--- src/rtl/uart_rx_param_if.sv ---
// Receive-side handshake bundle for uart_rx_param: word, error flags and status toward the consumer.
interface uart_rx_param_if #(
   parameter int DATA_BITS = 8
);
   logic [DATA_BITS-1:0] data_out;
   logic                 data_valid;
   logic                 data_ready;
   logic                 frame_err;
   logic                 parity_err;
   logic                 overrun;
   logic                 rx_busy;

   modport master (
      output data_out,
      output data_valid,
      output frame_err,
      output parity_err,
      output overrun,
      output rx_busy,
      input  data_ready
   );

   modport slave (
      input  data_out,
      input  data_valid,
      input  frame_err,
      input  parity_err,
      input  overrun,
      input  rx_busy,
      output data_ready
   );
endinterface

--- src/rtl/uart_rx_param.sv ---
// Parametrised oversampling UART receiver with 2-of-3 bit voting and a valid/ready word output.
// Optional parity support is compiled in with `define UART_RX_PARITY_EN.
module uart_rx_param #(
   parameter int CLK_FREQ   = 27000000,
   parameter int BAUD       = 9600,
   parameter int OVERSAMPLE = 16,
   parameter int DATA_BITS  = 8,
   parameter int PARITY     = 0,
   parameter int STOP_BITS  = 1
) (
   input  logic             clk,
   input  logic             reset,
   input  logic             rx,
   uart_rx_param_if.master  bus
);

   localparam int DIV    = (CLK_FREQ + BAUD * OVERSAMPLE / 2) / (BAUD * OVERSAMPLE);
   localparam int DIV_W  = (DIV > 1) ? $clog2(DIV) : 1;
   localparam int TICK_W = $clog2(OVERSAMPLE);
   localparam int BIT_W  = $clog2(DATA_BITS);

   localparam logic [DIV_W-1:0]  DIV_LAST = DIV_W'(DIV - 1);
   localparam logic [TICK_W-1:0] T_S0     = TICK_W'(OVERSAMPLE / 2 - 1);
   localparam logic [TICK_W-1:0] T_S1     = TICK_W'(OVERSAMPLE / 2);
   localparam logic [TICK_W-1:0] T_DEC    = TICK_W'(OVERSAMPLE / 2 + 1);
   localparam logic [TICK_W-1:0] T_END    = TICK_W'(OVERSAMPLE - 1);
   localparam logic [BIT_W-1:0]  BIT_LAST = BIT_W'(DATA_BITS - 1);

`ifdef UART_RX_PARITY_EN
   localparam bit PAR_EN  = (PARITY != 0);
   localparam bit PAR_ODD = (PARITY == 1);
   typedef enum logic [2:0] {S_IDLE, S_START, S_DATA, S_STOP, S_PARITY} state_t;
`else
   // The frame carries no parity bit in this build; PARITY is accepted but has no effect.
   localparam bit PAR_EN  = 1'b0 && (PARITY != 0);
   typedef enum logic [2:0] {S_IDLE, S_START, S_DATA, S_STOP} state_t;
`endif

   state_t state_reg, state_next;

   logic [1:0]           sync_reg;
   logic                 rx_prev_reg;
   logic [DIV_W-1:0]     div_cnt_reg;
   logic [TICK_W-1:0]    tick_cnt_reg;
   logic [BIT_W-1:0]     bit_cnt_reg;
   logic                 stop_cnt_reg;
   logic [1:0]           samp_reg;
   logic [DATA_BITS-1:0] shift_reg;
   logic                 fe_acc_reg;
   logic [DATA_BITS-1:0] data_out_reg;
   logic                 valid_reg;
   logic                 frame_err_reg;
   logic                 overrun_reg;

   logic rx_s;
   logic falling;
   logic tick;
   logic decide;
   logic bit_end;
   logic maj;
   logic last_stop;
   logic commit;

   assign rx_s      = sync_reg[1];
   assign falling   = rx_prev_reg & ~rx_s;
   assign tick      = (state_reg != S_IDLE) && (div_cnt_reg == DIV_LAST);
   assign decide    = tick && (tick_cnt_reg == T_DEC);
   assign bit_end   = tick && (tick_cnt_reg == T_END);
   assign maj       = (samp_reg[0] & samp_reg[1]) | (samp_reg[0] & rx_s) | (samp_reg[1] & rx_s);
   assign last_stop = (STOP_BITS == 1) || stop_cnt_reg;
   assign commit    = (state_reg == S_STOP) && decide && last_stop;

   always_ff @(posedge clk) begin
      if (reset) begin
         sync_reg    <= 2'b11;
         rx_prev_reg <= 1'b1;
      end else begin
         sync_reg    <= {sync_reg[0], rx};
         rx_prev_reg <= rx_s;
      end
   end

   always_ff @(posedge clk) begin
      if (reset) state_reg <= S_IDLE;
      else       state_reg <= state_next;
   end

   always_comb begin
      state_next = state_reg;
      case (state_reg)
         S_IDLE:  if (falling) state_next = S_START;
         S_START: begin
            if (decide && maj)  state_next = S_IDLE;
            else if (bit_end)   state_next = S_DATA;
         end
         S_DATA: begin
            if (bit_end && (bit_cnt_reg == BIT_LAST)) begin
`ifdef UART_RX_PARITY_EN
               state_next = PAR_EN ? S_PARITY : S_STOP;
`else
               state_next = S_STOP;
`endif
            end
         end
`ifdef UART_RX_PARITY_EN
         S_PARITY: if (bit_end) state_next = S_STOP;
`endif
         // Leave on the decision tick, not the bit end, so an immediate next start edge is seen.
         S_STOP:  if (commit) state_next = S_IDLE;
         default: state_next = S_IDLE;
      endcase
   end

   // Baud tick divider and in-bit tick counter, both parked at zero while idle.
   always_ff @(posedge clk) begin
      if (reset || state_reg == S_IDLE) begin
         div_cnt_reg  <= '0;
         tick_cnt_reg <= '0;
      end else if (tick) begin
         div_cnt_reg  <= '0;
         tick_cnt_reg <= (tick_cnt_reg == T_END) ? '0 : tick_cnt_reg + 1'b1;
      end else begin
         div_cnt_reg  <= div_cnt_reg + 1'b1;
      end
   end

   always_ff @(posedge clk) begin
      if (reset) begin
         samp_reg     <= 2'b11;
         bit_cnt_reg  <= '0;
         stop_cnt_reg <= 1'b0;
         shift_reg    <= '0;
         fe_acc_reg   <= 1'b0;
      end else begin
         if (tick && tick_cnt_reg == T_S0) samp_reg[0] <= rx_s;
         if (tick && tick_cnt_reg == T_S1) samp_reg[1] <= rx_s;

         if (state_reg == S_START)
            bit_cnt_reg <= '0;
         else if (state_reg == S_DATA && bit_end)
            bit_cnt_reg <= bit_cnt_reg + 1'b1;

         if (state_reg == S_DATA && decide)
            shift_reg <= {maj, shift_reg[DATA_BITS-1:1]};

         if (state_reg != S_STOP)
            stop_cnt_reg <= 1'b0;
         else if (bit_end)
            stop_cnt_reg <= 1'b1;

         if (state_reg == S_START)
            fe_acc_reg <= 1'b0;
         else if (state_reg == S_STOP && decide && !maj)
            fe_acc_reg <= 1'b1;
      end
   end

`ifdef UART_RX_PARITY_EN
   logic pe_acc_reg;
   logic parity_err_reg;

   // Error when the ones count over data plus parity bit has the wrong polarity.
   always_ff @(posedge clk) begin
      if (reset || state_reg == S_START)
         pe_acc_reg <= 1'b0;
      else if (state_reg == S_PARITY && decide)
         pe_acc_reg <= (^shift_reg) ^ maj ^ PAR_ODD;
   end

   always_ff @(posedge clk) begin
      if (reset)
         parity_err_reg <= 1'b0;
      else if (commit && (!valid_reg || bus.data_ready))
         parity_err_reg <= pe_acc_reg;
   end

   assign bus.parity_err = parity_err_reg;
`else
   assign bus.parity_err = PAR_EN;
`endif

   always_ff @(posedge clk) begin
      if (reset) begin
         data_out_reg  <= '0;
         valid_reg     <= 1'b0;
         frame_err_reg <= 1'b0;
         overrun_reg   <= 1'b0;
      end else begin
         overrun_reg <= 1'b0;
         if (commit) begin
            if (!valid_reg || bus.data_ready) begin
               data_out_reg  <= shift_reg;
               frame_err_reg <= fe_acc_reg | ~maj;
               valid_reg     <= 1'b1;
            end else begin
               overrun_reg <= 1'b1;
            end
         end else if (valid_reg && bus.data_ready) begin
            valid_reg <= 1'b0;
         end
      end
   end

   assign bus.data_out   = data_out_reg;
   assign bus.data_valid = valid_reg;
   assign bus.frame_err  = frame_err_reg;
   assign bus.overrun    = overrun_reg;
   assign bus.rx_busy    = (state_reg != S_IDLE);

endmodule

--- src/flat_wrapper.sv ---
// flat-port wrapper written by rule: the top's interface ports become plain ports
module uart_rx_param_flat 
#(
   parameter int CLK_FREQ   = 27000000,
   parameter int BAUD       = 9600,
   parameter int OVERSAMPLE = 16,
   parameter int DATA_BITS  = 8,
   parameter int PARITY     = 0,
   parameter int STOP_BITS  = 1
)
  (clk, reset, rx, bus_data_out, bus_data_valid, bus_frame_err, bus_parity_err, bus_overrun, bus_rx_busy, bus_data_ready);
  uart_rx_param_if #(.DATA_BITS(DATA_BITS)) bus_i ();
  input  logic clk;
  input  logic reset;
  input  logic rx;
  output wire logic [$bits(bus_i.data_out)-1:0] bus_data_out;
  output wire logic [$bits(bus_i.data_valid)-1:0] bus_data_valid;
  output wire logic [$bits(bus_i.frame_err)-1:0] bus_frame_err;
  output wire logic [$bits(bus_i.parity_err)-1:0] bus_parity_err;
  output wire logic [$bits(bus_i.overrun)-1:0] bus_overrun;
  output wire logic [$bits(bus_i.rx_busy)-1:0] bus_rx_busy;
  input wire logic [$bits(bus_i.data_ready)-1:0] bus_data_ready;
  assign bus_data_out = bus_i.data_out;
  assign bus_data_valid = bus_i.data_valid;
  assign bus_frame_err = bus_i.frame_err;
  assign bus_parity_err = bus_i.parity_err;
  assign bus_overrun = bus_i.overrun;
  assign bus_rx_busy = bus_i.rx_busy;
  assign bus_i.data_ready = bus_data_ready;
  uart_rx_param #(.CLK_FREQ(CLK_FREQ), .BAUD(BAUD), .OVERSAMPLE(OVERSAMPLE), .DATA_BITS(DATA_BITS), .PARITY(PARITY), .STOP_BITS(STOP_BITS)) u_core (.clk(clk), .reset(reset), .rx(rx), .bus(bus_i));
endmodule
--- config.mk ---
export PLATFORM = sky130hd
export DESIGN_NAME = uart_rx_param_flat
export DESIGN_NICKNAME = d
export VERILOG_FILES = /design/src/rtl/uart_rx_param_if.sv /design/src/rtl/uart_rx_param.sv /design/src/flat_wrapper.sv
export SDC_FILE = /design/constraint.sdc
export NUM_CORES = 1
export LEC_CHECK = 0
export CAP_MARGIN = 20
export CORE_MARGIN = 4
export CORE_UTILIZATION = 65
export DETAILED_ROUTE_END_ITERATION = 8
export DONT_BUFFER_PORTS = 1
export GPL_TIMING_DRIVEN = 0
export PLACE_DENSITY_LB_ADDON = 0.08
export REMOVE_ABC_BUFFERS = 1
export SLEW_MARGIN = 20
export SYNTH_ARGS = -nofsm -noshare
export SYNTH_HDL_FRONTEND = slang
export SYNTH_SLANG_ARGS = --single-unit
--- constraint.sdc ---
create_clock -name clk -period 3.3 [get_ports clk]
set_clock_uncertainty 0.05 [all_clocks]
set_input_delay 0.33 -clock clk [delete_from_list [all_inputs] [get_ports clk]]
set_output_delay 0.33 -clock clk [all_outputs]
set_load 0.02 [all_outputs]
* Word level (Yosys, flattened, before mapping)
Cells that the tools add are included.
W data, S select, Z words.
** Storage, ports and cells
- Register bits :: 43
- Input bits :: 4
- Output and inout bits :: 13
** Operators by class
- Add/subtract/negate cells :: 3
- Bitwise gates (word level) :: 10
- Reductions and logical operators :: 25
- Eq/ne operators :: 14
- Muxes and demuxes :: 11
** Operators by type and width (count)
- $mux W3 :: 5
- $eq A4 B4 Y1 const B :: 3
- $logic_and A1 B1 Y1 :: 12
- $pmux W3 S4 :: 1
- $add A8 B1 Y8 const B :: 1
- $eq A8 B8 Y1 const B :: 1
- $eq A3 B2 Y1 const B :: 2
- $ne A2 B1 Y1 const B :: 3
- $reduce_or A2 Y1 :: 3
- $add A4 B1 Y4 const B :: 1
- $and A1 B1 Y1 :: 4
- $eq A4 B3 Y1 const B :: 1
- $mux W1 :: 4
- $mux W4 :: 1
- $reduce_and A2 Y1 :: 2
- $reduce_and A4 Y1 :: 1
- $add A3 B1 Y3 const B :: 1
- $eq A3 B1 Y1 const B :: 1
- $eq A3 B3 Y1 const B :: 1
- $logic_not A3 Y1 :: 1
- $ne A3 B1 Y1 const B :: 1
- $not A1 Y1 :: 3
- $or A1 B1 Y1 :: 3
- $reduce_bool A3 Y1 :: 1
- 4 further kinds :: 6

* Logic depth before layout (Yosys ltp)
Gate-level depths: netlist of run 1.
- Depth after elaboration :: 6
- Mapped depth :: 8
- Depth with buffers taken out :: 7

* Worst setup path before layout of run 1
Ideal clock, no wire load.
- Kind :: register to register
- From :: register u_core.div_cnt_reg[0]
- To :: register u_core.state_reg[0]
- Path slack :: 1.564 ns
- Period minus slack after synthesis :: 1.736 ns
- Stages on the path, launching flop included :: 7
- Arrival time :: 1.615 ns
- Cell sequence :: dfxtp_1 > ha_1 > nand3_2 > or3_1 > o21a_1 > a211oi_2 > mux2i_1
** Between the ends
- Cells in the longest elaborated chain, start to end :: 6
- Elaborated cells on any way between the ends :: 13
- Classes of those cells :: 4 x eq/ne; 2 x mux; 7 x reduce/logical
** RTL lines
- start: declaration :: line uart_rx_param.sv:43 : logic [DIV_W-1:0] div_cnt_reg;
- start signal: assignment :: line uart_rx_param.sv:123 : div_cnt_reg <= div_cnt_reg + 1'b1;
- $eq A8 B8 Y1 * :: line uart_rx_param.sv:66 : assign tick = (state_reg != S_IDLE) && (div_cnt_reg == DIV_LAST);
- $logic_and A1 B1 Y1 * :: line uart_rx_param.sv:66
- $logic_and A1 B1 Y1, on equally long branches :: line uart_rx_param.sv:67, uart_rx_param.sv:68
- $logic_and A1 B1 Y1, on equally long branches :: line uart_rx_param.sv:93, uart_rx_param.sv:71, uart_rx_param.sv:97
- $ne A3 B1 Y1 (no source line) (tied with other cells)
- $reduce_and A4 Y1 (no source line) / $pmux W3 S4 (equally long branches)
- end signal: assignment :: line uart_rx_param.sv:85 : else state_reg <= state_next;
- end: declaration :: line uart_rx_param.sv:39 : state_t state_reg, state_next;
Mark *: on every way between the ends. The rest lies on a longest branch, timed or not.
A chain may end at the register's enable or synchronous reset.

* Worst setup path after layout of run 1
- From :: register u_core.state_reg[1]
- To :: register u_core.data_out_reg[1], in the netlist u_core.bus.data_out[1]
** Between the ends
- Cells in the longest elaborated chain, start to end :: 5
- Elaborated cells on any way between the ends :: 6
- Classes of those cells :: 1 x eq/ne; 5 x reduce/logical
** RTL lines
- $reduce_bool A3 Y1
- named net bus_rx_busy :: line flat_wrapper.sv:21 : output wire logic [$bits(bus_i.rx_busy)-1:0] bus_rx_busy;
- $logic_and A1 B1 Y1 :: line uart_rx_param.sv:66
- $logic_and A1 B1 Y1 :: line uart_rx_param.sv:67 : assign decide = tick && (tick_cnt_reg == T_DEC);
- $logic_and A1 B1 Y1 :: line uart_rx_param.sv:71 : assign commit = (state_reg == S_STOP) && decide && last_stop;
- $reduce_and A2 Y1 (no source line)
- end signal: assignment :: line uart_rx_param.sv:192 : data_out_reg <= shift_reg;
- end: declaration :: line uart_rx_param.sv:50 : logic [DATA_BITS-1:0] data_out_reg;
The timed path passes the listed nets, and every way through them passes these cells.

==> results of run 1 <==
-- cell usage after synthesis (2+ instances only) --
master / count / area share [%]
a21oi_1: 6 / 1.6
a31oi_1: 3 / 0.99
and2b_2: 2 / 0.93
and3_2: 2 / 0.79
buf_2: 2 / 0.53
buf_4: 3 / 1.2
clkbuf_1: 3 / 0.60
dfxtp_1: 42 / 45
ha_1: 6 / 4.0
inv_1: 6 / 1.2
mux2i_1: 20 / 11
nand2_1: 3 / 0.60
nand2b_1: 6 / 2.0
nand3_1: 4 / 1.1
nand4b_1: 2 / 0.93
nor2_1: 31 / 6.2
nor3_1: 4 / 1.1
o21a_1: 2 / 0.79
o21ai_0: 3 / 0.79
o22a_1: 2 / 0.93
or2_1: 2 / 0.66
or2_2: 4 / 1.3
xnor2_1: 4 / 1.9
xor2_1: 4 / 1.9
-- area by class of cell --
class,count,area (um2),area share (%)
Timing Repair Buffer,1,10.0,0.513
Multi-Input combinational cell,132,978,50.2
Inverter,7,26.3,1.35
Sequential cell,42,841,43.1
Clock inverter,2,13.8,0.706
Tap cell,31,38.8,1.99
Clock buffer,6,41.3,2.12
-- routing by layer --
layer	wire, um	GRT usage (%)	part of all wire [%]	vias up
met5	0	0	0	-
met4	42	7.27	1.4	0
met3	150	4.96	4.8	5
met2	1500	31.4	48	30
met1	1410	22.4	45	606
li1	-	-	-	643
-- power by group --
group	internal, mW	total, mW	switching, mW
Clock	0.0838	0.242	0.158
Sequential	0.525	0.567	0.0419
Combinational	0.0588	0.157	0.0980
-- critical path: stages (launching register included) --
cell and delay [ns]:
dfxtp_1 0.66, nor2_4 0.13, inv_2 0.18, nand4b_4 0.16, nor3b_2 0.81, mux2i_1 0.29
nor2_1 0.05
-- worst max-delay path by stage --
stage	endpoint	cells after the start	slack (ns)	from
after detailed placement	u_core.bus.data_out[1]	6	0.89	u_core.state_reg[1]
after global routing	u_core.bus.data_out[3]	6	0.67	u_core.state_reg[1]
after CTS	u_core.bus.data_out[1]	6	0.84	u_core.state_reg[1]
final	u_core.bus.data_out[1]	6	0.83	u_core.state_reg[1]
after global placement	u_core.bus.frame_err	6	0.97	u_core.state_reg[1]
after floorplan	u_core.bus.frame_err	6	1.26	u_core.state_reg[1]
-- logic make-up after synthesis --
kind of cell	after synthesis
simple gates	74
flops	42
compound gates	22
mux	20
buf+inv	15
xor+xnor	8
fa+ha+maj	7
other cells	1
-- timing repair --
item	4_1_cts	5_1_grt
endpoints found under the hold margin	22	0
hold buffers	1	0
resized for setup	0	0
==> results.toml, run 1 <==
[status]
status = "completed"

[layout]
final_cell_mix = "42 x dfxtp_1, 31 x nor2_1, 20 x mux2i_1"
finalInstanceArea_um2 = 1950
layout.nets = 199
fin_cells = 221
final_common_cell = "dfxtp_1"
antenna_cells = 0
syn_to_final_growth_pct = 3.18
final_core_util_pct = 70.7
n_fill_cell = 216
drive_gt1_share_pct = 14.2

[synth]
yosysWarnings = 0
synthAdderAreaFrac_pct = 4.50
synth_simple_gate_area_share_pct = 24.3
synthDistinctLibCells = 47
synth-compound-area-share_pct = 8.48
synth_xor_area_share_pct = 3.71
ys_seq_area_share_pct = 44.5
yosys_register_bits = 42
synth_edf_count = 0
synth_top_family_by_area = "simple AND/OR/NAND/NOR gates"
async_flop_share_pct = 0
synthCells = 189
synth_flop_cell = "dfxtp_1"
avgSynthCellArea_um2 = 10.0
synth_mux_area_share_pct = 10.6
syn_area_um2 = 1890

[placement]
dp_cells = 212
placed_area_um2 = 1880
dp_hpwl_um = 2200
pre_cts_ws_ns = 0.895
gp_congestion = 0.750
portBuffers = 0

[critical_path]
reg2reg_depth = 6
reg2reg_slack_ns = 0.83
worstPathArrival_ns = 2.63
startpoint_type = "flip-flop"
worstPathRequired_ns = 3.46
r2r-end = "u_core.bus.data_out[1]"
worstPathMaxFanout = 13
r2r-start = "u_core.state_reg[1]"
end_kind = "flip-flop"
path_class = "reg -> reg"

[clock_tree]
cts_tree = "done"
htreeDepth = 2
postCtsSetupRepairBufs = 0
clkSlewWorstSetupHoldPaths_ns = 0.12
worstSkewPairLatency_ns = 0.34
clock_sinks = 42
cts_buffer_depth = 2
root_buffer = "clkbuf_4"
cts_made_buffers = 5

[routing]
vias = 1284
drc_errors = 0
routedWlPerCell_um = 14.0
vias_per_cell = 5.81
firstDrtPassIters = 4
finalWirelength_um = 3100
ant_nets = 0
drtIter0Drc = 27

[die]
start_util_pct = 68.5
die_w_um = 61.9
die_height_um = 61.9
core_area_um2 = 2760
num_io_pins = 17
die_area_um2 = 3830
rows = 19

[sta]
slew_violations = 0
fin_crit_sh_pct = 74.9
post-route-min-period_ns = 2.47
fin_setup_tns_ns = 0
rsz0062_at_grt = "false"
fin_hold_ws_ns = 0.0305
setup_viol_count_final = 0
tightestPinTransition_ns = 0.980
slew_headroom_pct = 34.4
setup_slack_ns = 0.828
fmax_ghz = 0.405
hold_viol_final = 0

[flow_run]
maxCapViolations = 0

[global_routing]
grt_pass1_wl_um = 5260
grt_pass1_vias = 1209
grt_max_degree = 23
grt_usage_pct = 18.6
overflow = 0
antenna_found_initial = 0

[min_path]
whs_endpoint = "u_core.sync_reg[0]"
hold-path-cell-count = 1
hp-start = "rx"
hold_path.class = "in -> reg"

[power]
ir_worst_vdd_mv = 0.493
p_total_mw = 0.966
power_density_nw_per_um2 = 496
p_leak_nw = 0.768
(Power assumes the default switching activity.)
==> inputs of run 2 (changes only) <==
CORE_UTILIZATION = 61   (was 65)
clock period = 2.3 ns   (was 3.3 ns; I/O delays follow)
==> results.toml, run 2 (synthesis results as in run 1) <==
[global_routing]
grt_pass1_wl_um = 5780
grt_pass1_vias = 1273
grt_usage_pct = 18.0
grt_max_degree = 31
antenna_found_initial = 0
overflow = 0

[sta]
fmax_ghz = 0.486
fin_setup_tns_ns = 0
rsz0062_at_grt = "false"
post-route-min-period_ns = 2.06
hold_viol_final = 0
fin_crit_sh_pct = 89.4
slew_headroom_pct = 34.9
slew_violations = 0
setup_viol_count_final = 0
tightestPinTransition_ns = 0.973

[placement]
gp_congestion = 0.722
dp_hpwl_um = 2250
portBuffers = 0
placed_area_um2 = 1880

[power]
combPwrFrac_pct = 14.9
switchingPower_mw = 0.435
p_clk_share_pct = 31.1
seqPwrFrac_pct = 54.0
ir_worst_vdd_mv = 0.466
power_density_nw_per_um2 = 748
p_int_mw = 1.07
p_leak_nw = 0.787
p_sw_share_pct = 29.0

[layout]
final_common_cell = "dfxtp_1"
finalInstanceArea_um2 = 2010
final_cell_mix = "42 x dfxtp_1, 31 x nor2_1, 20 x mux2i_1"
antenna_cells = 0
layout.nets = 201
syn_to_final_growth_pct = 6.36
drive_gt1_share_pct = 14.6

[critical_path]
reg2reg_depth = 6
startpoint_type = "flip-flop"
worstPathRequired_ns = 2.45
worstPathMaxFanout = 13
reg2reg_slack_ns = 0.24
r2r-start = "u_core.state_reg[1]"
path_class = "reg -> reg"
r2r-end = "u_core.shift_reg[5]"
end_kind = "flip-flop"
crit_start = "u_core.state_reg[1]"
cp-endpoint = "u_core.shift_reg[5]"
worstPathArrival_ns = 2.21

[routing]
finalWirelength_um = 3260
routedWlPerCell_um = 14.6
vias = 1284
ant_nets = 0
firstDrtPassIters = 4
drtIter0Drc = 61
vias_per_cell = 5.76
drc_errors = 0

[die]
die_w_um = 63.7
start_util_pct = 66.2
num_io_pins = 17
core_area_um2 = 2850
die_area_um2 = 4050
rows = 19
die_height_um = 63.7

[clock_tree]
cts_tree = "done"
cts_buffer_depth = 2
htreeDepth = 2
cts_made_buffers = 5
clkSlewWorstSetupHoldPaths_ns = 0.12
clock_sinks = 42
root_buffer = "clkbuf_4"
worstSkewPairLatency_ns = 0.35

[status]
status = "completed"

[flow_run]
maxCapViolations = 0

[min_path]
hold_path.class = "in -> reg"
==> run 2: routing by layer <==
metal  vias to the layer above  track usage, %  wire length (um)
li1                        654               -                 -
met1                       609            22.0              1560
met2                        17            28.4              1520
met3                         4            6.57               140
met4                         0            7.82                42
met5                         -               0                 0
==> run 2: worst min-delay path by stage <==
stage | from | end | slack (ns) | cells after the start
after global routing | reset | u_core.state_reg[0] | 0.005 | 2
after detailed placement | reset | u_core.bus.frame_err | 0.25 | 1
final | reset | u_core.state_reg[0] | 0.01 | 2
after CTS | reset | u_core.state_reg[0] | 0.001 | 2
after global placement | reset | u_core.bus.frame_err | 0.25 | 1
after floorplan | reset | u_core.bus.frame_err | 0.25 | 1
==> run 2: area by class of cell <==
| type | instances | area, um2 |
|---|---|---|
| clock buffers | 6 | 41.3 |
| multi-input cells | 132 | 985 |
| repair buffers | 3 | 40.0 |
| fillers | 234 | 843 |
| clock inverters | 2 | 37.5 |
| well taps | 31 | 38.8 |
| inverters | 7 | 26.3 |
| flip-flops and latches | 42 | 841 |
==> run 2: repair_timing <==
item	in CTS	in global routing
gates resized for setup	1	0
hold buffers	2	0
setup endpoints to repair	9	9
buffers inserted	0	1
hold endpoints to repair	30	0
pin swaps	0	1
==> run 2: power groups by stage <==
stage / clock network, mW / registers (mW) / logic [mW]
2_1_floorplan: 0 / 0.813 / 0.184
3_3_place_gp: 0 / 0.822 / 0.211
3_5_place_dp: 0 / 0.828 / 0.214
4_1_cts: 0.473 / 0.811 / 0.226
5_1_grt: 0.507 / 0.821 / 0.248
6_report: 0.467 / 0.812 / 0.224
==> run 2: through the flow <==
step,hold slack (ns),setup WS (ns),power [mW],util (%),std cells
finish,0.0124,0.244,1.50,70.4,223
floorplan,0.248,0.259,0.997,-,181
global placement,0.254,-0.0193,1.03,66.1,212
CTS,0.00149,0.0603,1.51,69.7,222
global route,0.00540,0.0152,1.58,70.4,223
detailed placement,0.254,-0.104,1.04,66.1,212
==> run 2: worst max-delay path: stages, from the launching register on <==
cell and delay, ns:
dfxtp_1 0.64, nor2_4 0.12, inv_2 0.18, nand4b_4 0.18, or2_1 0.45, mux2i_1 0.22, nor2_1 0.06
